===== src/rtl/ym2149_bus_arbiter.sv =====
// ym2149_bus_arbiter: two-port arbiter/sequencer driving the YM2149 BDIR/BC bus.
// Ports: CLK, RESET_N (async low); A_*/B_* request ports (REQ, WE, ADDR, WDATA,
// ACK, RDATA); PSG_BDIR, PSG_BC, PSG_DI, PSG_DO; BUSY.
// Option: define YMSEQ_RR_EN for round-robin arbitration (default: A beats B).
module ym2149_bus_arbiter #(
    parameter int HOLD_CYC = 1,
    parameter int GAP_CYC  = 1
) (
    input  logic       CLK,
    input  logic       RESET_N,
    input  logic       A_REQ,
    input  logic       A_WE,
    input  logic [3:0] A_ADDR,
    input  logic [7:0] A_WDATA,
    output logic       A_ACK,
    output logic [7:0] A_RDATA,
    input  logic       B_REQ,
    input  logic       B_WE,
    input  logic [3:0] B_ADDR,
    input  logic [7:0] B_WDATA,
    output logic       B_ACK,
    output logic [7:0] B_RDATA,
    output logic       PSG_BDIR,
    output logic       PSG_BC,
    output logic [7:0] PSG_DI,
    input  logic [7:0] PSG_DO,
    output logic       BUSY
);

    localparam int MAXC = (HOLD_CYC > GAP_CYC) ? HOLD_CYC : GAP_CYC;
    localparam int CW   = $clog2(MAXC + 1);
    localparam logic [CW-1:0] HOLD_LD = CW'(HOLD_CYC - 1);
    localparam logic [CW-1:0] GAP_LD  = CW'(GAP_CYC - 1);

    typedef enum logic [2:0] {
        S_IDLE, S_ADDR, S_GAP1, S_DATA, S_GAP2, S_RD, S_DONE
    } state_t;

    state_t        state_q, state_d;
    logic [CW-1:0] cnt_q, cnt_d;
    logic          we_q, win_q;
    logic [3:0]    addr_q;
    logic [7:0]    wd_q, di_q, a_rd_q, b_rd_q;
    logic          grant, gnt_b, ph_done, to_data;

`ifdef YMSEQ_RR_EN
    // last_q: 0 = A granted last, 1 = B granted last
    logic last_q;
    assign gnt_b = B_REQ && (!A_REQ || !last_q);

    always_ff @(posedge CLK or negedge RESET_N) begin
        if (!RESET_N)   last_q <= 1'b0;
        else if (grant) last_q <= gnt_b;
    end
`else
    assign gnt_b = !A_REQ;
`endif

    assign ph_done = (cnt_q == '0);

    always_comb begin
        state_d = state_q;
        cnt_d   = cnt_q;
        grant   = 1'b0;
        to_data = 1'b0;
        // counter only moves while non-zero, so it never wraps
        if (!ph_done) cnt_d = cnt_q - CW'(1);
        case (state_q)
            S_IDLE: if (A_REQ || B_REQ) begin
                grant   = 1'b1;
                state_d = S_ADDR;
                cnt_d   = HOLD_LD;
            end
            S_ADDR: if (ph_done) begin
                state_d = S_GAP1;
                cnt_d   = GAP_LD;
            end
            S_GAP1: if (ph_done) begin
                if (we_q) begin
                    to_data = 1'b1;
                    state_d = S_DATA;
                    cnt_d   = HOLD_LD;
                end else begin
                    state_d = S_RD;
                    cnt_d   = '0;
                end
            end
            S_DATA: if (ph_done) begin
                state_d = S_GAP2;
                cnt_d   = GAP_LD;
            end
            S_GAP2: if (ph_done) state_d = S_DONE;
            S_RD:   state_d = S_DONE;
            S_DONE: state_d = S_IDLE;
            default: begin
                state_d = S_IDLE;
                cnt_d   = '0;
            end
        endcase
    end

    always_ff @(posedge CLK or negedge RESET_N) begin
        if (!RESET_N) begin
            state_q <= S_IDLE;
            cnt_q   <= '0;
            we_q    <= 1'b0;
            win_q   <= 1'b0;
            addr_q  <= '0;
            wd_q    <= '0;
            di_q    <= '0;
            a_rd_q  <= '0;
            b_rd_q  <= '0;
        end else begin
            state_q <= state_d;
            cnt_q   <= cnt_d;
            if (grant) begin
                win_q  <= gnt_b;
                we_q   <= gnt_b ? B_WE    : A_WE;
                addr_q <= gnt_b ? B_ADDR  : A_ADDR;
                wd_q   <= gnt_b ? B_WDATA : A_WDATA;
                di_q   <= {4'h0, gnt_b ? B_ADDR : A_ADDR};
            end
            // DI keeps its value through gaps and idle
            if (to_data) di_q <= wd_q;
            if (state_q == S_RD) begin
                if (win_q) b_rd_q <= PSG_DO;
                else       a_rd_q <= PSG_DO;
            end
        end
    end

    always_comb begin
        PSG_BDIR = 1'b0;
        PSG_BC   = 1'b0;
        case (state_q)
            S_ADDR: begin
                PSG_BDIR = 1'b1;
                PSG_BC   = 1'b1;
            end
            S_DATA: PSG_BDIR = 1'b1;
            S_RD:   PSG_BC   = 1'b1;
            default: ;
        endcase
    end

    assign PSG_DI  = di_q;
    assign A_ACK   = (state_q == S_DONE) && !win_q;
    assign B_ACK   = (state_q == S_DONE) && win_q;
    assign A_RDATA = a_rd_q;
    assign B_RDATA = b_rd_q;
    assign BUSY    = (state_q != S_IDLE);

endmodule


===== config.mk =====
export PLATFORM = sky130hd
export DESIGN_NAME = ym2149_bus_arbiter
export DESIGN_NICKNAME = d
export VERILOG_FILES = /design/src/rtl/ym2149_bus_arbiter.sv
export SDC_FILE = /design/constraint.sdc
export NUM_CORES = 1
export LEC_CHECK = 0
export ABC_AREA = 0
export ABC_CLOCK_PERIOD_IN_PS = 1800
export BUFFER_PORTS_ARGS = -buffer_cell sky130_fd_sc_hd__buf_2
export CORE_ASPECT_RATIO = 0.6
export CORE_MARGIN = 5
export CORE_UTILIZATION = 40
export DETAILED_ROUTE_END_ITERATION = 16
export GPL_TIMING_DRIVEN = 0
export PLACE_DENSITY = 0.68
export SYNTH_ARGS = -nofsm -noshare
export SYNTH_HDL_FRONTEND = slang
export SYNTH_SLANG_ARGS = --single-unit

===== constraint.sdc =====
create_clock -name CLK -period 1.8 [get_ports CLK]
set_input_delay 0.36 -clock CLK [delete_from_list [all_inputs] [get_ports CLK]]
set_output_delay 0.36 -clock CLK [all_outputs]
set_load 0.01 [all_outputs]

==> summary.md <==
| Metric | Value |
|---|---|
| Status | `completed` |
| Worst Setup Start Kind | `flop` |
| CP Class | `reg -> out` |
| RR Endpoint | `A_RDATA[2]$_DFFE_PN0P_` |
| CTS sink count | `37` |
| Sequential area share after synthesis | `0.5477` |
| PwrDens | `1743 mW/mm2` |
| Fin. max-slew vios | `0` |
| Actual slew at the worst max-slew pin | `0.8282 ns` |
| Post-synthesis async set-or-reset flop share | `1.000` |
| CTS max path bufs | `2` |
| Reg clk slew, reported paths | `0.08 ns` |
| Netlist cell types | `26` |
| NetSw | `1.349 mW` |
| Share of cells above drive strength 1 | `0.4749` |
| Setup TNS | `0 ns` |
| Vias per inst | `4.767` |
| Syn Std Cell Area | `0.001690 mm2` |
| Min Tclk post-route | `1.708 ns` |
| FMAX | `585.4 MHz` |
| CP dominant cell by count | `buf_2` |
| PortBufs | `65` |
| Clk pwr share | `0.214` |
| Setup Skew | `0.006988 ns` |
| Worst EP arrival | `1.35 ns` |
| # DRC | `0` |
| Crit-path cells | `buf_2, nor3_4, buf_8, inv_1, buf_2` |
| Hold Crit Class | `in -> async` |
| Die ar. | `0.005669 mm2` |
| Avg Inst Size Synth | `11.66 um2` |
| Initial DRT Pass Iterations | `4` |
| RSZ-0062 raised after global routing | `true` |
| Crit path buf inv count | `4` |
| PnR worst setup slack | `0.09190 ns` |
| CTS root buf | `clkbuf_8` |
| Ys Warns | `0` |
| Crit-path max cell delay | `0.35 ns` |
| All-Layer GR Usage | `0.1389` |
| Initial Utilization | `0.4124` |
| Max_cap viols | `0` |
| Leakage Power | `1.082 nW` |
| GP Congestion | `0.7875` |
| TritonCTS Buffers | `5` |
| Global route overflow | `0` |
| CORE AREA | `0.004099 mm2` |
| P_int | `2.570 mW` |
| Post-route ant nets | `0` |
| Area Growth Syn to Fin | `33.01%` |
| Comb pwr share | `0.406` |
| Pre-CTS setup slack | `-0.002243 ns` |
| Post-DP HPWL | `2.898 mm` |
| First-pass GRT wire length | `6.044 mm` |
| CP max stage cell | `dfrtp_1` |
| WL final | `3.818 mm` |
| Routed WL per cell | `13.68 um` |
| 1st-iter DRT viols | `48` |
| Routed vias | `1330` |
| Net Sw Frac | `0.3442` |
| Worst path top cell family by delay | `buffers and inverters` |
| Slack of the worst reg-to-reg path | `0.21 ns` |
| Syn nets | `183` |
| Sequential share of power | `0.381` |
| Die Y | `60.36 um` |
| CTS tree | `done` |
| Antenna violations before repair | `0` |
| FF-to-FF Start | `state_q[2]$_DFFE_PN0P_` |
| Layout net count | `256` |
| Max IR drop VDD | `999.6 uV` |
| H-tree depth | `2` |
| Io pins | `67` |
| Final hold vios | `0` |
| Die Wd | `93.93 um` |
| Fin crit share | `0.9489` |
| EDFF count, synth | `0` |
| Rows | `18` |
| Max FO, Critical Path | `10` |
| Clk Latency, worst-skew pair | `0.28 ns` |
| Leading cell type in the layout, fill and taps excluded | `buf_2` |
| Antenna fix cells | `0` |
| Slew headroom | `0.4478` |
| Ys flop type | `dfrtp_1` |
| Largest net degree at the start of global routing | `38` |
| Synthesized flop and latch total | `37` |
| Most frequent cells in the layout | `buf_2, dfrtp_1, mux2_2, a21oi_1, nand2_1` |
| Crit path capture type | `output pin` |
| CTS Hold Bufs | `0` |
| Post-Synthesis Cells | `145` |
| Reg2reg path depth | `4` |
| Required time worst endpoint | `1.44 ns` |
| # setup viols final | `0` |
| Vias in the first global route | `1280` |
==> cells in the mapped netlist, types with 3 or more instances <==
cell type,n,share of area
inv_1,3,0.0067
nand2_1,17,0.038
nand3_1,5,0.015
o211ai_1,5,0.022
mux2_2,20,0.13
clkbuf_1,6,0.013
a21oi_1,20,0.059
dfrtp_1,37,0.55
o21ai_0,5,0.015
buf_6,3,0.020
mux2i_1,9,0.053
==> how the worst max path moves through the flow <==
stage | startpoint | endpoint | slack (ns) | depth (start not counted)
floorplan | state_q[0]$_DFFE_PN0P_ | BUSY | 0.27 | 4
global placement | state_q[0]$_DFFE_PN0P_ | BUSY | -0.02 | 5
detailed placement | state_q[0]$_DFFE_PN0P_ | BUSY | -0.002 | 5
CTS | state_q[2]$_DFFE_PN0P_ | BUSY | 0.05 | 5
global route | state_q[2]$_DFFE_PN0P_ | BUSY | -0.001 | 5
finish | state_q[2]$_DFFE_PN0P_ | BUSY | 0.09 | 5
==> power groups by stage <==
stage	clock [mW]	combinational (mW)	sequential (mW)
finish	0.838	1.59	1.49
global placement	0	1.52	1.48
CTS	0.849	1.59	1.49
detailed placement	0	1.54	1.50
global route	0.885	1.77	1.55
floorplan	0	0.874	1.59
==> routing by layer <==
metal	vias to the layer above	track usage	wire length, um
li1	655	-	-
met2	37	0.2059	1635
met5	-	0	0
met4	0	0.04321	43
met3	5	0.02974	228
met1	633	0.2057	1911
==> registers in the layout, indices dropped and copies added, names as in the netlist <==
register  flops
wd_q          8
A_RDATA       8
B_RDATA       8
we_q          1
state_q       3
win_q         1
PSG_DI        8
==> kinds of logic (layout without fill, tap and decap cells) <==
kind of cell,Yosys count,in the layout,share of synthesized area
muxes,29,29,0.1865
DFF,37,37,0.5477
buffers and inverters,14,88,0.04737
and+or+nand+nor,33,33,0.1147
AOI/OAI and AO/OA,32,32,0.1036
==> repair_timing <==
item / in CTS / in global routing
pin swaps: 1 / 1
setup buffers: 1 / 0
resized for setup: 3 / 3
setup endpoints to repair: 1 / 2
==> per-stage QoR <==
stage	instances	util	hold slack (ns)	power [mW]	area (um2)
after floorplan	145	-	0.06441	2.464	1690
after detailed placement	270	0.5101	0.4870	3.044	2091
after global placement	270	0.5101	0.4685	3.002	2091
final	279	0.5485	0.1768	3.919	2248
after global routing	279	0.5485	0.2287	4.200	2248
after CTS	279	0.5470	0.1937	3.930	2242
==> area by class of cell <==
| type | count | area [um2] |
|---|---|---|
| buffer | 11 | 83.83 |
| timing repair buffer | 66 | 332.8 |
| clock inverter | 3 | 65.06 |
| tap | 60 | 75.07 |
| clock buffer | 5 | 68.82 |
| sequential | 37 | 927.1 |
| inverter | 3 | 11.26 |
| fill | 404 | 1851 |
| multi-input combinational | 94 | 684.4 |
Power figures use the tool's default switching activity.
